**src/rtl/seqsec_pkg.sv**
```systemverilog
// seqsec_pkg: shared FSM/size types and sequential-section row math for the TCDM remap stage
//   seq_lg(k, rw)            log2 of the per-bank sequential row count (valid when k != 0)
//   seq_rows(k, bank_rows)   R = 0 for k = 0, else min(2^(k-1), bank_rows)
package seqsec_pkg;
  typedef enum logic {RUN, DRAIN} state_e;
  typedef logic [3:0] size_t;
  function automatic int unsigned seq_lg(size_t k, int unsigned rw);
    return (k == 4'd0) ? 0 : ((32'(k) - 1 > rw) ? rw : 32'(k) - 1);
  endfunction
  function automatic int unsigned seq_rows(size_t k, int unsigned bank_rows);
    return (k == 4'd0) ? 0 : 32'd1 << seq_lg(k, $clog2(bank_rows));
  endfunction
endpackage

```
**src/rtl/seqsec_tcdm_remap_if.sv**
```systemverilog
// seqsec_tcdm_remap_if: core-side TCDM port (req/gnt, address, write data, read response)
//   master: core driving requests; slave: remap stage accepting them
interface seqsec_tcdm_remap_if #(
  parameter int ADDR_WIDTH = 32,
  parameter int DATA_WIDTH = 32,
  parameter int BE_WIDTH   = DATA_WIDTH / 8
);
  logic                  req, gnt, wen, r_valid;
  logic [ADDR_WIDTH-1:0] add;
  logic [DATA_WIDTH-1:0] wdata, r_rdata;
  logic [BE_WIDTH-1:0]   be;
  modport master (output req, add, wen, wdata, be, input gnt, r_valid, r_rdata);
  modport slave (input req, add, wen, wdata, be, output gnt, r_valid, r_rdata);
endinterface

```
**src/rtl/seqsec_addr_xlate.sv**
```systemverilog
// seqsec_addr_xlate: combinational word address -> {bank, row} with a sequential section below interleaving
//   w_i     word address        size_i  sequential-section size code
//   bank_o  target bank         row_o   row within bank
module seqsec_addr_xlate
  import seqsec_pkg::*;
#(
  parameter int N_BANKS   = 16,
  parameter int BANK_ROWS = 1024,
  localparam int BW = $clog2(N_BANKS),
  localparam int RW = $clog2(BANK_ROWS),
  localparam int WW = BW + RW
) (
  input  logic [WW-1:0] w_i,
  input  size_t         size_i,
  output logic [BW-1:0] bank_o,
  output logic [RW-1:0] row_o
);
  localparam logic [WW:0] ONE = (WW + 1)'(1);
  logic [WW:0] we, rr, base, off;
  int unsigned lg;
  logic in_seq;
  // base = N_BANKS*R is the first interleaved word; R = 0 makes everything interleaved
  always_comb begin
    lg = seq_lg(size_i, RW);
    rr = (WW + 1)'(seq_rows(size_i, BANK_ROWS));
    we = {1'b0, w_i};
    base = rr << BW;
    off = we - base;
    in_seq = we < base;
    bank_o = in_seq ? BW'(we >> lg) : off[BW-1:0];
    row_o = in_seq ? RW'(we & (rr - ONE)) : RW'(rr + (off >> BW));
  end
endmodule

```
**src/rtl/seqsec_tcdm_remap.sv**
```systemverilog
// seqsec_tcdm_remap: registered TCDM request stage with seqsec address remap and drain-on-resize
//   clk_i/rst_ni    clock, async active-low reset
//   seqsec_size_i   sequential-section size from the MMU config bus
//   core            core-side TCDM port (slave)
//   bank_*          bank-side request, grant and one-cycle-later response
module seqsec_tcdm_remap
  import seqsec_pkg::*;
#(
  parameter int N_BANKS    = 16,
  parameter int BANK_ROWS  = 1024,
  parameter int DATA_WIDTH = 32,
  parameter int BE_WIDTH   = DATA_WIDTH / 8,
  parameter int ADDR_WIDTH = 32,
  localparam int BW = $clog2(N_BANKS),
  localparam int RW = $clog2(BANK_ROWS),
  localparam int WW = BW + RW
) (
  input  logic                  clk_i,
  input  logic                  rst_ni,
  input  size_t                 seqsec_size_i,
  seqsec_tcdm_remap_if.slave    core,
  output logic                  bank_req_o,
  input  logic                  bank_gnt_i,
  output logic [BW-1:0]         bank_sel_o,
  output logic [RW-1:0]         bank_row_o,
  output logic                  bank_wen_o,
  output logic [DATA_WIDTH-1:0] bank_wdata_o,
  output logic [BE_WIDTH-1:0]   bank_be_o,
  input  logic                  bank_r_valid_i,
  input  logic [DATA_WIDTH-1:0] bank_r_rdata_i
);
  state_e        state_q;
  size_t         cfg_q;
  logic          valid_q, accept, issue, unused_add;
  logic [1:0]    out_q, out_d;
  logic [BW-1:0] bank_d;
  logic [RW-1:0] row_d;
  seqsec_addr_xlate #(.N_BANKS(N_BANKS), .BANK_ROWS(BANK_ROWS)) u_xlate (
    .w_i   (core.add[2 +: WW]),
    .size_i(cfg_q),
    .bank_o(bank_d),
    .row_o (row_d)
  );
  assign unused_add = ^{core.add[ADDR_WIDTH-1:2+WW], core.add[1:0]};
  assign core.gnt = (state_q == RUN) && (!valid_q || bank_gnt_i);
  assign core.r_valid = bank_r_valid_i;
  assign core.r_rdata = bank_r_rdata_i;
  assign bank_req_o = valid_q;
  assign accept = core.req && core.gnt;
  assign issue = valid_q && bank_gnt_i;
  assign out_d = (issue && !bank_r_valid_i) ? out_q + 2'd1 : (!issue && bank_r_valid_i) ? out_q - 2'd1 : out_q;
  // a resize seen in RUN still lets that cycle's request through under the old cfg_q
  always_ff @(posedge clk_i or negedge rst_ni) begin
    if (!rst_ni) begin
      state_q <= RUN;
      cfg_q <= '0;
      valid_q <= 1'b0;
      out_q <= '0;
      bank_sel_o <= '0;
      bank_row_o <= '0;
      bank_wen_o <= 1'b0;
      bank_wdata_o <= '0;
      bank_be_o <= '0;
    end else begin
      out_q <= out_d;
      if (accept) begin
        valid_q <= 1'b1;
        bank_sel_o <= bank_d;
        bank_row_o <= row_d;
        bank_wen_o <= core.wen;
        bank_wdata_o <= core.wdata;
        bank_be_o <= core.be;
      end else if (bank_gnt_i) begin
        valid_q <= 1'b0;
      end
      if (state_q == RUN) begin
        state_q <= (seqsec_size_i != cfg_q) ? DRAIN : RUN;
      end else if (!valid_q && out_q == 2'd0) begin
        cfg_q <= seqsec_size_i;
        state_q <= RUN;
      end
    end
  end
  assert property (@(posedge clk_i) disable iff (!rst_ni) !(bank_r_valid_i && out_q == 2'd0));
endmodule

```
**src/flat_wrapper.sv**
```systemverilog
// flat-port wrapper written by rule: the top's interface ports become plain ports
module seqsec_tcdm_remap_flat import seqsec_pkg::*;
#(
  parameter int N_BANKS    = 16,
  parameter int BANK_ROWS  = 1024,
  parameter int DATA_WIDTH = 32,
  parameter int BE_WIDTH   = DATA_WIDTH / 8,
  parameter int ADDR_WIDTH = 32,
  localparam int BW = $clog2(N_BANKS),
  localparam int RW = $clog2(BANK_ROWS),
  localparam int WW = BW + RW
)
  (clk_i, rst_ni, seqsec_size_i, bank_req_o, bank_gnt_i, bank_sel_o, bank_row_o, bank_wen_o, bank_wdata_o, bank_be_o, bank_r_valid_i, bank_r_rdata_i, core_req, core_add, core_wen, core_wdata, core_be, core_gnt, core_r_valid, core_r_rdata);
  seqsec_tcdm_remap_if #(.ADDR_WIDTH(ADDR_WIDTH), .DATA_WIDTH(DATA_WIDTH), .BE_WIDTH(BE_WIDTH)) core_i ();
  input  logic clk_i;
  input  logic rst_ni;
  input  size_t seqsec_size_i;
  output logic bank_req_o;
  input  logic bank_gnt_i;
  output logic [BW-1:0] bank_sel_o;
  output logic [RW-1:0] bank_row_o;
  output logic bank_wen_o;
  output logic [DATA_WIDTH-1:0] bank_wdata_o;
  output logic [BE_WIDTH-1:0] bank_be_o;
  input  logic bank_r_valid_i;
  input  logic [DATA_WIDTH-1:0] bank_r_rdata_i;
  input wire logic [$bits(core_i.req)-1:0] core_req;
  input wire logic [$bits(core_i.add)-1:0] core_add;
  input wire logic [$bits(core_i.wen)-1:0] core_wen;
  input wire logic [$bits(core_i.wdata)-1:0] core_wdata;
  input wire logic [$bits(core_i.be)-1:0] core_be;
  output wire logic [$bits(core_i.gnt)-1:0] core_gnt;
  output wire logic [$bits(core_i.r_valid)-1:0] core_r_valid;
  output wire logic [$bits(core_i.r_rdata)-1:0] core_r_rdata;
  assign core_i.req = core_req;
  assign core_i.add = core_add;
  assign core_i.wen = core_wen;
  assign core_i.wdata = core_wdata;
  assign core_i.be = core_be;
  assign core_gnt = core_i.gnt;
  assign core_r_valid = core_i.r_valid;
  assign core_r_rdata = core_i.r_rdata;
  seqsec_tcdm_remap #(.N_BANKS(N_BANKS), .BANK_ROWS(BANK_ROWS), .DATA_WIDTH(DATA_WIDTH), .BE_WIDTH(BE_WIDTH), .ADDR_WIDTH(ADDR_WIDTH)) u_core (.clk_i(clk_i), .rst_ni(rst_ni), .seqsec_size_i(seqsec_size_i), .core(core_i), .bank_req_o(bank_req_o), .bank_gnt_i(bank_gnt_i), .bank_sel_o(bank_sel_o), .bank_row_o(bank_row_o), .bank_wen_o(bank_wen_o), .bank_wdata_o(bank_wdata_o), .bank_be_o(bank_be_o), .bank_r_valid_i(bank_r_valid_i), .bank_r_rdata_i(bank_r_rdata_i));
endmodule
```
**config.mk**
```make
export PLATFORM = sky130hd
export DESIGN_NAME = seqsec_tcdm_remap_flat
export DESIGN_NICKNAME = d
export VERILOG_FILES = /design/src/rtl/seqsec_pkg.sv /design/src/rtl/seqsec_tcdm_remap_if.sv /design/src/rtl/seqsec_addr_xlate.sv /design/src/rtl/seqsec_tcdm_remap.sv /design/src/flat_wrapper.sv
export SDC_FILE = /design/constraint.sdc
export NUM_CORES = 1
export LEC_CHECK = 0
export BUFFER_PORTS_ARGS = -buffer_cell sky130_fd_sc_hd__buf_2
export CORE_ASPECT_RATIO = 1.5
export CORE_MARGIN = 2
export CORE_UTILIZATION = 48
export CTS_CLUSTER_DIAMETER = 30
export DETAILED_ROUTE_END_ITERATION = 7
export GPL_TIMING_DRIVEN = 1
export PLACE_DENSITY = 0.77
export SLEW_MARGIN = 20
export SYNTH_ARGS = -nofsm -noshare
export SYNTH_HDL_FRONTEND = slang
export SYNTH_HIERARCHICAL = 1
export SYNTH_SLANG_ARGS = --single-unit
export TNS_END_PERCENT = 30
```
**constraint.sdc**
```tcl
create_clock -name clk_i -period 4.8 [get_ports clk_i]
set_input_delay 1.2 -clock clk_i [delete_from_list [all_inputs] [get_ports clk_i]]
set_output_delay 1.2 -clock clk_i [all_outputs]
set_load 0.03 [all_outputs]
```
* Word level (Yosys, flattened, before mapping)
Index checks and enable logic that the tools add are counted.
Word-level totals: bits in registers 59, latch bits 0, memory bits (writable) 0, bits in read-only memories 0, input port bits 110, word-level logic and storage cells 49, memories kept 0
Cells by class: add/sub/neg operators 6, multipliers 0, divide/modulo/power cells 0, magnitude comparators 2, equal/unequal tests 1, shift-type cells 2, muxes and demuxes 12, bitwise operators 2, reductions and logical operators 15
Operator list (number):
- 32-bit two-way mux | 2
- 32-bit by 4-bit greater-than comparator with 1-bit output, second input constant | 1
- 1-bit by 32-bit left shift with 11-bit output, first input constant | 1
- 14-bit by 32-bit right shift with 4-bit output | 1
- 14-bit by 15-bit less-than comparator with 1-bit output | 1
- 14-bit subtractor | 1
- 11-bit two-way mux | 1
- 10-bit adder | 1
- 10-bit AND | 1
- 10-bit two-way mux | 1
- 10-bit by 1-bit subtractor with 10-bit output, second input constant | 1
- 1-bit logical AND | 6
- 1-bit two-way mux | 5
- 4-bit by 1-bit subtractor with 5-bit output, second input constant | 1
- 4-bit zero test | 1
- 2-bit two-way mux | 2
- 4-bit two-way mux | 1
- 4-bit != test | 1
- 2-bit nonzero test | 2
- 1-bit zero test | 3
- 2-bit by 1-bit adder with 2-bit output, second input constant | 1
- 2-bit zero test | 1
- 2-bit AND reduction | 1
- 2-bit by 1-bit subtractor with 2-bit output, second input constant | 1
- 2 further kinds | 2

* Logic depth before layout (Yosys ltp)
depth in word-level cells 9, gate-level depth with buffers 22, gate-level depth less buffers 21

* By module
Netlist, hierarchy kept.
Modules (own cells, without submodules):
- seqsec_tcdm_remap | times used 1, cells each 170, area an instance 2566.2 um^2
- seqsec_addr_xlate | times used 1, cells each 254, area an instance 1786.7 um^2

* Least setup slack after synthesis
OpenSTA, ideal clock, no wires.
path kind register -> register, start register u_core.cfg_q[0], end register u_core.bank_row_o[9], setup time 125 ps, arrival 4213 ps, required time 4675 ps, setup slack 463 ps, cell stages (with the launch flop) 23, period minus slack after synthesis 4337 ps, cells stage by stage dfrtp_1 -> clkbuf_8 -> inv_1 -> ha_1 -> nor2_1 -> a21oi_1 -> o31a_1 -> or3b_2 -> inv_1 -> fa_1 -> nor2b_1 -> o21ai_0 -> nand2b_1 -> a21o_1 -> a21oi_1 -> o21ai_0 -> xor2_1 -> ha_1 -> a21o_1 -> a31oi_1 -> xnor2_1 -> o21ai_0 -> mux2_2
On the way: longest elaborated chain between the ends 9
RTL lines:
- start, declared | line seqsec_tcdm_remap.sv:33 | size_t cfg_q;
- start signal, assigned | line seqsec_tcdm_remap.sv:79 | cfg_q <= seqsec_size_i;
- 4-bit by 1-bit subtractor with 5-bit output | line seqsec_pkg.sv:8 | return (k == 4'd0) ? 0 : ((32'(k) - 1 > rw) ? rw : 32'(k) - 1);
- 32-bit by 4-bit greater-than comparator with 1-bit output | line seqsec_pkg.sv:8
- 32-bit two-way mux (2 in series) | line seqsec_pkg.sv:8
- 1-bit by 32-bit left shift with 11-bit output | line seqsec_pkg.sv:11 | return (k == 4'd0) ? 0 : 32'd1 << seq_lg(k, $clog2(bank_rows));
- 11-bit two-way mux (*) | line seqsec_pkg.sv:11
- 14-bit subtractor / 10-bit by 1-bit subtractor with 10-bit output (equally long branches) | line seqsec_addr_xlate.sv:28, seqsec_addr_xlate.sv:31
- 10-bit adder / 10-bit AND (equally long branches) | line seqsec_addr_xlate.sv:31 | row_o = in_seq ? RW'(we & (rr - ONE)) : RW'(rr + (off >> BW));
- 10-bit two-way mux (*) | line seqsec_addr_xlate.sv:31
- via u_core.row_d[9] | line seqsec_tcdm_remap.sv:37 | logic [RW-1:0] row_d;
- end signal, assigned | line seqsec_tcdm_remap.sv:69 | bank_row_o <= row_d;
- end, declared | line seqsec_tcdm_remap.sv:25 | output logic [RW-1:0] bank_row_o,
Mark *: on every way through the listed nets, which the timed path passes. The rest lies on a longest branch. A chain may end at the register's enable or synchronous reset.

* Worst setup path after layout
start register u_core.cfg_q[1], end register u_core.bank_row_o[9]
Same word-level chain as after synthesis.

==> results by group <==
Timing
  – Fin crit period: between 4 and 5 ns
  – Slew Limit Fails: 0
  – Final setup vio count: 0
  – Peak Freq: roughly 0.22 GHz
  – Final hold violations: 0
  – Period Utilization, post-route: 0.9297
  – Final Hold Slack: slightly below 0.5 ns
  – Worst slew margin: 0.6103
  – Clk_skew: approximately 0.0067 ns
  – Setup tns final: 0 ns
  – Unrepaired setup endpoints after global routing: no
  – Actual slew at the worst max-slew pin: 0.5846 ns

GRT
  – Total GRT Usage: 0.2172
  – Largest net degree at the start of global routing: 47
  – Vias in the first global route: roughly 3600
  – Wire length of the first global-routing pass: around 17000 µm
  – Grt total ovfl: 0
  – Initial antenna violation count: 0

CTS
  – Clock root buffer master: clkbuf_16
  – TritonCTS Sinks: 59
  – Clock buffer depth: 2
  – Hold Buf Count CTS: 0
  – Worst-path clk slew: ~0.050 ns
  – Skew-Pair Late Insertion Delay: roughly 0.32 ns
  – CTS Buf Count: 9
  – H-tree depth: 3
  – CTS tree: done

Detailed routing
  – Routed vias/inst: 5.625
  – WL final: ~11000 µm
  – Routed WL per cell: about 17 µm
  – Via count: 3527
  – Antenna Nets Post-Route: 0
  – Pre-antenna DRT Iters: 4
  – DR iter-0 viols: between 150 and 200
  – DRC: 0

Setup path
  – FF-to-FF End: u_core/bank_row_o[9]
  – Reg2reg path depth: 20
  – Worst path slowest cell: or3b_2
  – Crit path launch type: flop
  – Worst stage delay on the critical path: approximately 0.5 ns
  – Reg2Reg Launch Point: u_core/cfg_q[1]
  – Setup CP Type: flop to flop
  – Worst Path Required: about 5.0 ns
  – Top delay family on crit path: simple AND/OR/NAND/NOR gates
  – Critical path fanouts, max: 7
  – Cell chain of the critical path: inv_1 > ha_1 > nor2_1 > a21oi_1 > o31a_1 > or3b_2 > ha_1 > nor2b_1 > o21a_1 > nor2_1 > xnor2_1 > ha_1 > nand3_1 > o211ai_1 > nor4_4 > nor3_2 > a31oi_1 > xnor2_1 > o21ai_0 > mux2_2
  – Critical Path End Type: flop
  – Buf+Inv Stages, Crit Path: 1
  – Worst Path Arrival: around 4.7 ns
  – Cell repeated most along the worst path: ha_1
  – R2r setup slk: about 0.34 ns

Yosys
  – Post-Syn Instances: around 420
  – Cell variety after synth: between 60 and 70
  – Synthesized area: between 0.004 and 0.005 mm²
  – Mean Syn Cell Area: 10.27 µm²
  – Asr flop ratio synth: 1.000
  – Ys flop type: dfrtp_1
  – Post-synth net total: 560
  – Post-synthesis sequential area ratio: 0.3392
  – Synthesis Warnings: 6
  – Yosys reg bits: 59
  – EDFF count, synth: 0

Finish
  – Area delta synth->final: 17.02%
  – Fillers: 779
  – Final nets: about 650
  – Reg area: 0.001479 mm²
  – Share of post-route cells with drive strength above 1: 0.4294
  – Area of the multi-input gates: between 0.002 and 0.0025 mm²
  – Final core utilization: 0.5770
  – # diodes: 0

Place
  – DP Wirelength: just over 8000 µm
  – Number of buffers added on ports: ~110
  – Placer congestion estimate: 0.9406

Die
  – Core area: between 0.008 and 0.009 mm²
  – # rows: between 40 and 50
  – Starting density of the core: 0.4931
  – Die ar.: roughly 0.0099 mm²
  – Ports: about 200
  – Die height: around 120 µm
  – Die Wd: roughly 80 µm

Run
  – Max Cap Viol: 0

Pwr
  – Total power: about 4.6 mW
  – Pwr dens: between 900 and 1000 mW/mm²
  – Worst vdd ir: ~0.52 mV
  – Leakage power: 2.470 nW

Outcome
  – Outcome: finished, final reports clean

Hold path
  – Min-Delay Endpoint: u_core/bank_wdata_o[12]
  – Min-delay src: u_core/bank_wdata_o[12]
  – Hold Crit Depth: 1
  – Worst Hold Class: flop to flop
==> sequential cells by signal (all words and copies together), names as in the netlist <==
| name | flops |
|---|---|
| u_core/bank_req_o | 1 |
| u_core/cfg_q | 4 |
| u_core/state_q | 1 |
| u_core/bank_wdata_o | 32 |
| u_core/bank_wen_o | 1 |
| u_core/bank_row_o | 10 |
| u_core/out_q | 2 |
| u_core/bank_sel_o | 4 |
| u_core/bank_be_o | 4 |
==> power breakdown <==
group          leakage (nW)  switching, mW  internal, mW
combinational          1.62           1.84          1.25
sequential            0.705          0.164         0.749
clock                 0.141          0.218         0.399
total                  2.47           2.23          2.39
==> how the worst max path moves through the flow <==
stage / from / endpoint / slack, ns / cells past startpoint
2_1_floorplan: u_core/cfg_q[0] / u_core/bank_row_o[9] / 0.46 / 22
3_3_place_gp: u_core/cfg_q[1] / u_core/bank_row_o[9] / 0.31 / 19
3_5_place_dp: u_core/cfg_q[1] / u_core/bank_row_o[9] / 0.19 / 19
4_1_cts: u_core/cfg_q[1] / u_core/bank_row_o[9] / 0.17 / 19
5_1_grt: u_core/cfg_q[1] / u_core/bank_row_o[9] / 0.01 / 21
6_report: u_core/cfg_q[1] / u_core/bank_row_o[9] / 0.34 / 20
==> what timing repair did <==
item / CTS / global route
setup endpoints to repair: 0 / 1
resized for setup: 0 / 9
setup buffers: 0 / 1
==> stage by stage <==
stage          worst slack (ns)  instances  area (µm²)
2_1_floorplan            0.4626        424        4353
3_3_place_gp             0.3066        610        4758
3_5_place_dp             0.1874        610        4758
4_1_cts                  0.1733        626        5052
5_1_grt                 0.01438        627        5094
6_report                 0.3375        627        5094
==> kinds of logic (layout without fill, tap and decap cells) <==
family / Yosys count / in the layout / synth area share
flip-flops: 59 / 59 / 0.3392
XOR/XNOR: 28 / 28 / 0.05634
multiplexers: 68 / 68 / 0.1728
AND/OR/NAND/NOR: 95 / 95 / 0.1187
AO/OA/AOI/OAI: 80 / 80 / 0.1319
adder cells (fa/ha/maj): 26 / 26 / 0.07818
buffers and inverters: 68 / 161 / 0.1029
==> cells in the final DEF, fill, tap and decap left out, types with 3 or more instances in the layout <==
cell type and n:
a21o_1 6, mux2_1 4, clkbuf_16 9, nor2b_1 4, xnor2_1 16, nand2_1 22
nor2_1 24, nor3_1 5, ha_1 23, mux2i_1 11, mux2_2 53, buf_2 113
xor2_1 12, a31oi_1 4, or2_2 4, o221ai_1 3, nand3_1 14, o21ai_0 16
a211oi_1 3, clkinv_2 3, o21a_1 3, buf_4 10, inv_1 21, a21oi_1 13
o22ai_1 3, o21bai_1 3, dfrtp_1 57, o211ai_1 4
==> per-layer routing <==
metal / share of wire / wire (µm) / vias up / global-route usage
met4: 0.034 / 362 / 0 / 0.1083
met1: 0.38 / 3976 / 1682 / 0.2453
li1: - / - / 1651 / -
met3: 0.072 / 754 / 39 / 0.05149
met2: 0.52 / 5424 / 155 / 0.3725
met5: 0 / 0 / - / 0
==> synth_stat cells (all sizes together), types with 2 or more instances <==
cell,count,area [µm²]
a211o,2,17.52
a211oi,3,22.52
a21o,6,45.04
a21oi,14,70.07
a31oi,4,25.02
and2,2,12.51
buf,40,322.8
clkbuf,6,42.54
dfrtp,59,1476
fa,2,40.04
ha,24,300.3
inv,22,82.58
mux2,57,641.9
mux2i,11,110.1
nand2,22,82.58
nand2b,2,12.51
nand3,14,70.07
nor2,25,96.35
nor2b,5,38.78
nor3,6,30.03
nor3b,3,38.79
nor4,2,12.51
o2111ai,2,17.52
o211ai,4,30.03
o21a,3,22.52
o21ai,17,96.35
o21bai,3,22.52
o221ai,4,41.29
o22ai,4,31.28
o31a,2,18.77
or2,5,31.28
or2b,2,17.52
or3,2,17.52
xnor2,16,140.1
xor2,12,105.1
==> cell type report <==
cell class | count | area share
well taps | 110 | 0.02702
clock inverters | 7 | 0.01351
inverters | 22 | 0.01621
multi-input cells | 297 | 0.4829
clock buffers | 9 | 0.04422
flip-flops and latches | 59 | 0.2903
repair buffers | 123 | 0.1258
No activity file was read; power rests on OpenSTA's default activity.
